$ cat config.mk
export PLATFORM = sky130hd
export DESIGN_NAME = instr_fetch_flat
export DESIGN_NICKNAME = d
export VERILOG_FILES = /design/src/rtl/cpu_pkg.sv /design/src/rtl/instr_fetch_if.sv /design/src/rtl/byte_assembler.sv /design/src/rtl/instr_fetch.sv /design/src/flat_wrapper.sv
export SDC_FILE = /design/constraint.sdc
export NUM_CORES = 1
export LEC_CHECK = 0
export CAP_MARGIN = 15
export CORE_ASPECT_RATIO = 0.9
export CORE_UTILIZATION = 40
export CTS_BUF_LIST = sky130_fd_sc_hd__clkbuf_16
export DETAILED_ROUTE_END_ITERATION = 10
export PLACE_DENSITY = 0.69
export SYNTH_ARGS = -nofsm -noshare
export SYNTH_HDL_FRONTEND = slang
export SYNTH_SLANG_ARGS = --single-unit
export TNS_END_PERCENT = 20
$ cat constraint.sdc
create_clock -name clk -period 8.1 [get_ports clk]
set_clock_uncertainty 0.15 [all_clocks]
set_input_delay 1.62 -clock clk [delete_from_list [all_inputs] [get_ports clk]]
set_output_delay 1.62 -clock clk [all_outputs]
set_load 0.03 [all_outputs]
$ cat src/rtl/cpu_pkg.sv
// Shared processor definitions: fetch FSM states, instruction geometry and
// the instruction field bit positions used by fetch, control and datapath.
package cpu_pkg;

    // Bytes per instruction word on the byte-wide memory.
    localparam int BYTES = 4;

    typedef enum logic [1:0] {
        IDLE  = 2'd0,
        ISSUE = 2'd1,
        DRAIN = 2'd2,
        DONE  = 2'd3
    } fetch_state_t;

    // Instruction field positions (MSB/LSB inclusive).
    localparam int OP_MSB    = 31;
    localparam int OP_LSB    = 26;
    localparam int RS_MSB    = 25;
    localparam int RS_LSB    = 21;
    localparam int RT_MSB    = 20;
    localparam int RT_LSB    = 16;
    localparam int RD_MSB    = 15;
    localparam int RD_LSB    = 11;
    localparam int FUNCT_MSB = 5;
    localparam int FUNCT_LSB = 0;
    localparam int IMM_MSB   = 15;
    localparam int IMM_LSB   = 0;

endpackage

$ cat src/rtl/instr_fetch_if.sv
// Fetch request / memory / decoded-field bundle between the fetch unit
// (slave) and the control FSM plus memory (master).
interface instr_fetch_if #(
    parameter int DATA_W  = 8,
    parameter int ADDR_W  = 8,
    parameter int INSTR_W = 32
);
    logic               start;
    logic               abort;
    logic [ADDR_W-1:0]  pc;
    logic [DATA_W-1:0]  memdata;
    logic [ADDR_W-1:0]  adr;
    logic               memread;
    logic               busy;
    logic               done;
    logic [INSTR_W-1:0] instr;
    logic [5:0]         op;
    logic [4:0]         rs;
    logic [4:0]         rt;
    logic [4:0]         rd;
    logic [5:0]         funct;
    logic [15:0]        imm;
    logic [ADDR_W-1:0]  nextpc;

    modport master (
        output start, abort, pc, memdata,
        input  adr, memread, busy, done, instr, op, rs, rt, rd, funct, imm, nextpc
    );

    modport slave (
        input  start, abort, pc, memdata,
        output adr, memread, busy, done, instr, op, rs, rt, rd, funct, imm, nextpc
    );
endinterface

$ cat src/rtl/byte_assembler.sv
// Big-endian shadow shift register. It keeps the first BYTES-1 bytes of a
// word; the full word is presented combinationally together with the byte
// currently on i_data, so the owner can commit it on the final capture edge.
module byte_assembler #(
    parameter int DATA_W = 8,
    parameter int BYTES  = 4
) (
    input  logic                    clk,
    input  logic                    reset,
    input  logic                    i_clear,
    input  logic                    i_capture,
    input  logic [DATA_W-1:0]       i_data,
    output logic [DATA_W*BYTES-1:0] o_word
);
    localparam int SH_W = DATA_W * (BYTES - 1);

    logic [SH_W-1:0] r_shadow;

    // Shift captured bytes in from the bottom; oldest byte ends up on top.
    always_ff @(posedge clk or posedge reset) begin
        if (reset) begin
            r_shadow <= '0;
        end else if (i_clear) begin
            r_shadow <= '0;
        end else if (i_capture) begin
            r_shadow <= SH_W'({r_shadow, i_data});
        end
    end

    assign o_word = {r_shadow, i_data};

endmodule

$ cat src/rtl/instr_fetch.sv
// Multicycle instruction fetch: issues BYTES byte reads at pc..pc+BYTES-1,
// assembles them big-endian and commits the word to the instruction register
// with a one-cycle done pulse. The instruction register only changes on that
// commit, so the previous instruction stays decodable during a fetch.
module instr_fetch #(
    parameter int DATA_W  = 8,
    parameter int ADDR_W  = 8,
    parameter int INSTR_W = 32
) (
    input  logic         clk,
    input  logic         reset,
    instr_fetch_if.slave bus
);
    import cpu_pkg::*;

    localparam int NBYTES = INSTR_W / DATA_W;

    fetch_state_t        r_state;
    fetch_state_t        w_state_nxt;
    logic [1:0]          r_issue_cnt;
    logic [1:0]          w_issue_cnt_nxt;
    logic [1:0]          r_cap_cnt;
    logic [ADDR_W-1:0]   r_base;
    logic [ADDR_W-1:0]   r_adr;
    logic [ADDR_W-1:0]   w_adr_nxt;
    logic [ADDR_W-1:0]   r_nextpc;
    logic                r_memread;
    logic                w_memread_nxt;
    logic [INSTR_W-1:0]  r_instr;
    logic [INSTR_W-1:0]  w_word;
    logic                w_accept;
    logic                w_cap_en;
    logic                w_commit;

    byte_assembler #(
        .DATA_W (DATA_W),
        .BYTES  (NBYTES)
    ) u_byte_assembler (
        .clk       (clk),
        .reset     (reset),
        .i_clear   (w_accept),
        .i_capture (w_cap_en),
        .i_data    (bus.memdata),
        .o_word    (w_word)
    );

    // State register.
    always_ff @(posedge clk or posedge reset) begin
        if (reset) begin
            r_state <= IDLE;
        end else begin
            r_state <= w_state_nxt;
        end
    end

    // Next state, issue sequencing and registered memory-port values.
    // Captures lag issues by one cycle, so the ISSUE cycle with count 0 has
    // no data yet and DRAIN takes the last byte.
    always_comb begin
        w_state_nxt     = r_state;
        w_issue_cnt_nxt = r_issue_cnt;
        w_adr_nxt       = r_adr;
        w_memread_nxt   = 1'b0;
        w_accept        = 1'b0;
        w_cap_en        = 1'b0;
        w_commit        = 1'b0;
        case (r_state)
            IDLE, DONE: begin
                if (bus.start && !bus.abort) begin
                    w_accept        = 1'b1;
                    w_state_nxt     = ISSUE;
                    w_issue_cnt_nxt = 2'd0;
                    w_adr_nxt       = bus.pc;
                    w_memread_nxt   = 1'b1;
                end else begin
                    w_state_nxt = IDLE;
                end
            end
            ISSUE: begin
                w_cap_en = (r_issue_cnt != 2'd0);
                if (bus.abort) begin
                    w_state_nxt = IDLE;
                end else if (r_issue_cnt == 2'(NBYTES - 1)) begin
                    w_state_nxt = DRAIN;
                end else begin
                    w_issue_cnt_nxt = r_issue_cnt + 2'd1;
                    w_adr_nxt       = r_base + ADDR_W'(w_issue_cnt_nxt);
                    w_memread_nxt   = 1'b1;
                end
            end
            DRAIN: begin
                w_cap_en = 1'b1;
                if (bus.abort) begin
                    w_state_nxt = IDLE;
                end else if (r_cap_cnt == 2'(NBYTES - 1)) begin
                    w_commit    = 1'b1;
                    w_state_nxt = DONE;
                end
            end
            default: begin
                w_state_nxt = IDLE;
            end
        endcase
    end

    // Fetch bookkeeping: base/nextpc latch, counters, memory port, commit.
    always_ff @(posedge clk or posedge reset) begin
        if (reset) begin
            r_issue_cnt <= 2'd0;
            r_cap_cnt   <= 2'd0;
            r_base      <= '0;
            r_nextpc    <= '0;
            r_adr       <= '0;
            r_memread   <= 1'b0;
            r_instr     <= '0;
        end else begin
            r_issue_cnt <= w_issue_cnt_nxt;
            r_adr       <= w_adr_nxt;
            r_memread   <= w_memread_nxt;
            if (w_accept) begin
                r_base    <= bus.pc;
                r_nextpc  <= bus.pc + ADDR_W'(NBYTES);
                r_cap_cnt <= 2'd0;
            end else if (w_cap_en) begin
                r_cap_cnt <= r_cap_cnt + 2'd1;
            end
            if (w_commit) begin
                r_instr <= w_word;
            end
        end
    end

    assign bus.adr     = r_adr;
    assign bus.memread = r_memread;
    assign bus.busy    = (r_state == ISSUE) || (r_state == DRAIN);
    assign bus.done    = (r_state == DONE);
    assign bus.instr   = r_instr;
    assign bus.nextpc  = r_nextpc;
    assign bus.op      = r_instr[OP_MSB:OP_LSB];
    assign bus.rs      = r_instr[RS_MSB:RS_LSB];
    assign bus.rt      = r_instr[RT_MSB:RT_LSB];
    assign bus.rd      = r_instr[RD_MSB:RD_LSB];
    assign bus.funct   = r_instr[FUNCT_MSB:FUNCT_LSB];
    assign bus.imm     = r_instr[IMM_MSB:IMM_LSB];

endmodule

$ cat src/flat_wrapper.sv
// flat-port wrapper written by rule: the top's interface ports become plain ports
module instr_fetch_flat import cpu_pkg::*;
#(
    parameter int DATA_W  = 8,
    parameter int ADDR_W  = 8,
    parameter int INSTR_W = 32
)
  (clk, reset, bus_start, bus_abort, bus_pc, bus_memdata, bus_adr, bus_memread, bus_busy, bus_done, bus_instr, bus_op, bus_rs, bus_rt, bus_rd, bus_funct, bus_imm, bus_nextpc);
  instr_fetch_if #(.DATA_W(DATA_W), .ADDR_W(ADDR_W), .INSTR_W(INSTR_W)) bus_i ();
  input  logic clk;
  input  logic reset;
  input wire logic [$bits(bus_i.start)-1:0] bus_start;
  input wire logic [$bits(bus_i.abort)-1:0] bus_abort;
  input wire logic [$bits(bus_i.pc)-1:0] bus_pc;
  input wire logic [$bits(bus_i.memdata)-1:0] bus_memdata;
  output wire logic [$bits(bus_i.adr)-1:0] bus_adr;
  output wire logic [$bits(bus_i.memread)-1:0] bus_memread;
  output wire logic [$bits(bus_i.busy)-1:0] bus_busy;
  output wire logic [$bits(bus_i.done)-1:0] bus_done;
  output wire logic [$bits(bus_i.instr)-1:0] bus_instr;
  output wire logic [$bits(bus_i.op)-1:0] bus_op;
  output wire logic [$bits(bus_i.rs)-1:0] bus_rs;
  output wire logic [$bits(bus_i.rt)-1:0] bus_rt;
  output wire logic [$bits(bus_i.rd)-1:0] bus_rd;
  output wire logic [$bits(bus_i.funct)-1:0] bus_funct;
  output wire logic [$bits(bus_i.imm)-1:0] bus_imm;
  output wire logic [$bits(bus_i.nextpc)-1:0] bus_nextpc;
  assign bus_i.start = bus_start;
  assign bus_i.abort = bus_abort;
  assign bus_i.pc = bus_pc;
  assign bus_i.memdata = bus_memdata;
  assign bus_adr = bus_i.adr;
  assign bus_memread = bus_i.memread;
  assign bus_busy = bus_i.busy;
  assign bus_done = bus_i.done;
  assign bus_instr = bus_i.instr;
  assign bus_op = bus_i.op;
  assign bus_rs = bus_i.rs;
  assign bus_rt = bus_i.rt;
  assign bus_rd = bus_i.rd;
  assign bus_funct = bus_i.funct;
  assign bus_imm = bus_i.imm;
  assign bus_nextpc = bus_i.nextpc;
  instr_fetch #(.DATA_W(DATA_W), .ADDR_W(ADDR_W), .INSTR_W(INSTR_W)) u_core (.clk(clk), .reset(reset), .bus(bus_i));
endmodule
==> results.sh <==
export IMPL_status="finished clean"
export IMPL_endpoint_kind="primary output"
export IMPL_crit_type="reg2out"
export IMPL_grt_usage_pct=16.70
export IMPL_maxSlewViolCount=0
export IMPL_initial_core_util_pct=41.22
export IMPL_antenna_found_initial=0
export IMPL_synth_edf_count=0
export IMPL_cts_path_max_buffers=2
export IMPL_clkLatencyLatePin_ns=0.33
export IMPL_worstPathRequired_ns=6.33
export IMPL_synthMuxAreaShare_pct=3.018
export IMPL_fin_area_mm2=0.005205
export IMPL_synthFlopType="dfrtp_1"
export IMPL_yosysSeqAreaShare_pct=53.44
export IMPL_cap_violations=0
export IMPL_cts_tree="yes"
export IMPL_hold_ws_ns=0.3298
export IMPL_syn_area_mm2=0.003980
export IMPL_die_w_um=107.1
export IMPL_synth_top_area_share_pct=53.44
export IMPL_die_h_um=96.63
export IMPL_tns_ns=0
export IMPL_place_area_mm2=0.004880
export IMPL_num_rows=34
export IMPL_grt_pass1_wl_mm=13.90
export IMPL_nNetsFinal=508
export IMPL_h_tree_depth=3
export IMPL_grt_remaining_overflow=0
export IMPL_die_area_mm2=0.01035
export IMPL_rsz0062_at_grt="no"
export IMPL_synth_cell_types=32
export IMPL_n_antenna_cell=0
export IMPL_first_pass_iters=4
export IMPL_period_minus_slack_ns=3.843
export IMPL_final_common_cell="clkdlybuf4s50_1"
export IMPL_setup_slack_ns=4.257
export IMPL_p_clk_share_pct=23.8
export IMPL_synth_simple_gate_area_share_pct=13.45
export IMPL_wire_per_inst_um=13.31
export IMPL_syn_inst=414
export IMPL_dr_total_vias=2871
export IMPL_drt_wl_total_mm=8.078
export IMPL_yosysTopAreaCell="dfrtp_1"
export IMPL_path_max_fanout=7
export IMPL_arrival_ns=2.07
export IMPL_port_buffers=113
export IMPL_hold_path_class="reg2reg"
export IMPL_internal_power_mw=1.049
export IMPL_hold_buffers=0
export IMPL_drive_gt1_share_pct=6.237
export IMPL_ioPinCount=114
export IMPL_relSlewSlack_pct=29.95
export IMPL_power_switching_mw=0.6669
export IMPL_synth_compound_area_share_pct=10.59
export IMPL_cts_resized=0
export IMPL_clock_root_buffer="clkbuf_16"
export IMPL_syn_to_final_growth_pct=30.78
export IMPL_synth_area_leaders="dfrtp_1, buf_4, o21ai_0"
export IMPL_synth_xor_area_share_pct=1.981
export IMPL_viasPerCell=4.730
export IMPL_worstMarginPinSlew_ns=1.047
export IMPL_synth_warnings=0
export IMPL_place_congestion=0.7892
export IMPL_route_detailed_drc=0
export IMPL_cts_made_buffers=9
export IMPL_grt_pass1_vias=2812
export IMPL_hold_viol=0
export IMPL_synthAdderAreaFrac_pct=3.647
export IMPL_start_kind="flip-flop"
export IMPL_p_comb_share_pct=40.1
export IMPL_setup_viol=0
export IMPL_dp_hpwl_mm=5.517
export IMPL_final_antenna_net_count=0
export IMPL_finalCritPeriodShare_pct=47.44
export IMPL_yosys_register_bits=85
export IMPL_clock_fmax_mhz=260.2
export IMPL_pre_cts_slack_ns=4.377
export IMPL_syn_num_nets=445
export IMPL_powerDensity_mw_per_mm2=329.6
export IMPL_synth_top_family_by_area="buffers and inverters"
export IMPL_avgSynthCellArea_um2=9.614
export IMPL_layout_common_cells="clkdlybuf4s50_1, dfrtp_1, nand2_1"
export IMPL_cts_setup_buffers=0
export IMPL_ir_worst_vdd_v=0.0001391
export IMPL_p_leak_nw=2.282
export IMPL_core_area_mm2=0.009657
export IMPL_synth_async_reset_ratio_pct=100.0
export IMPL_grt_max_degree=86
export IMPL_power_frac_seq_pct=36.1
export IMPL_swShare_pct=38.87
export IMPL_drt_iter0_drc=102
export IMPL_clk_pin_slew_ns=0.06
export IMPL_clock_sinks=85
## cells in the mapped netlist, types with 2 or more instances
library cell / instances
nand2_1: 69
o221ai_1: 3
nand3_1: 31
o21ai_0: 58
nor2_1: 6
clkbuf_1: 12
dfrtp_1: 85
xnor2_1: 7
nand2b_1: 5
o21ai_1: 4
nor2b_1: 4
inv_1: 37
buf_4: 45
buf_2: 6
or3_1: 2
xor2_1: 2
a21oi_1: 5
mux2i_1: 3
mux2_2: 8
ha_1: 10
## layout make-up
class | instances | area, µm²
clock buffers | 9 | 225.2
well taps | 126 | 157.7
fillers | 878 | 4452
multi-input cells | 229 | 1316
inverters | 37 | 140.1
clock inverters | 6 | 72.57
repair buffers | 115 | 1166
flip-flops and latches | 85 | 2127
## critical path, stage by stage (launching register included)
cell and delay, ns:
dfrtp_1 0.41, inv_1 0.09, ha_1 0.40, inv_1 0.16, clkdlybuf4s50_1 0.70
## registers in the layout, summed over array words and instances (netlist names)
register	count
u_core.u_byte_assembler.r_shadow	24
u_core.r_base	6
u_core.bus.instr	32
u_core.bus.memread	1
u_core.r_issue_cnt	2
u_core.r_cap_cnt	2
u_core.bus.adr	8
u_core.r_state	2
u_core.bus.nextpc	8
## through the flow
| stage | instances | total power [mW] | util [%] |
|---|---|---|---|
| after floorplan | 414 | 1.092 | - |
| final | 607 | 1.716 | 53.90 |
| after global routing | 607 | 1.821 | 53.90 |
| after global placement | 591 | 1.294 | 50.53 |
| after detailed placement | 591 | 1.315 | 50.53 |
| after CTS | 606 | 1.733 | 53.61 |
## per-layer routing
layer	vias to the layer above	track usage (%)	part of all wire, %
met5	-	0	0
met4	0	6.006	1.2
met3	8	2.089	3.4
met2	66	26.80	48
met1	1364	23.26	47
li1	1433	-	-
## cells by family after synthesis
| family | after synthesis |
|---|---|
| fa+ha+maj | 11 |
| buf+inv | 100 |
| mux | 11 |
| flops | 85 |
| simple gates | 121 |
| xor+xnor | 9 |
| compound gates | 77 |
## power groups by stage
stage	clock network (mW)	registers, mW	logic, mW
after CTS	0.418	0.621	0.694
final	0.409	0.619	0.688
after floorplan	0	0.715	0.376
after detailed placement	0	0.627	0.688
after global routing	0.434	0.635	0.751
after global placement	0	0.622	0.671
## path summary, 6_finish.rpt
kind / from / slack (ns) / cells after the start / to
worst min-delay path: u_core.bus.nextpc[7] / 0.33 / 2 / u_core.bus.nextpc[7]
max in group asynchronous: reset / 5.74 / 4 / u_core.bus.memread
worst max-delay path: u_core.r_state[0] / 4.26 / 4 / bus_busy
worst max register to register: u_core.r_state[1] / 5.63 / 6 / u_core.u_byte_assembler.r_shadow[7]
worst min register to register: u_core.bus.nextpc[7] / 0.33 / 2 / u_core.bus.nextpc[7]
min in group asynchronous: reset / 1.47 / 3 / u_core.bus.nextpc[5]
Power figures use the tool's default switching activity.
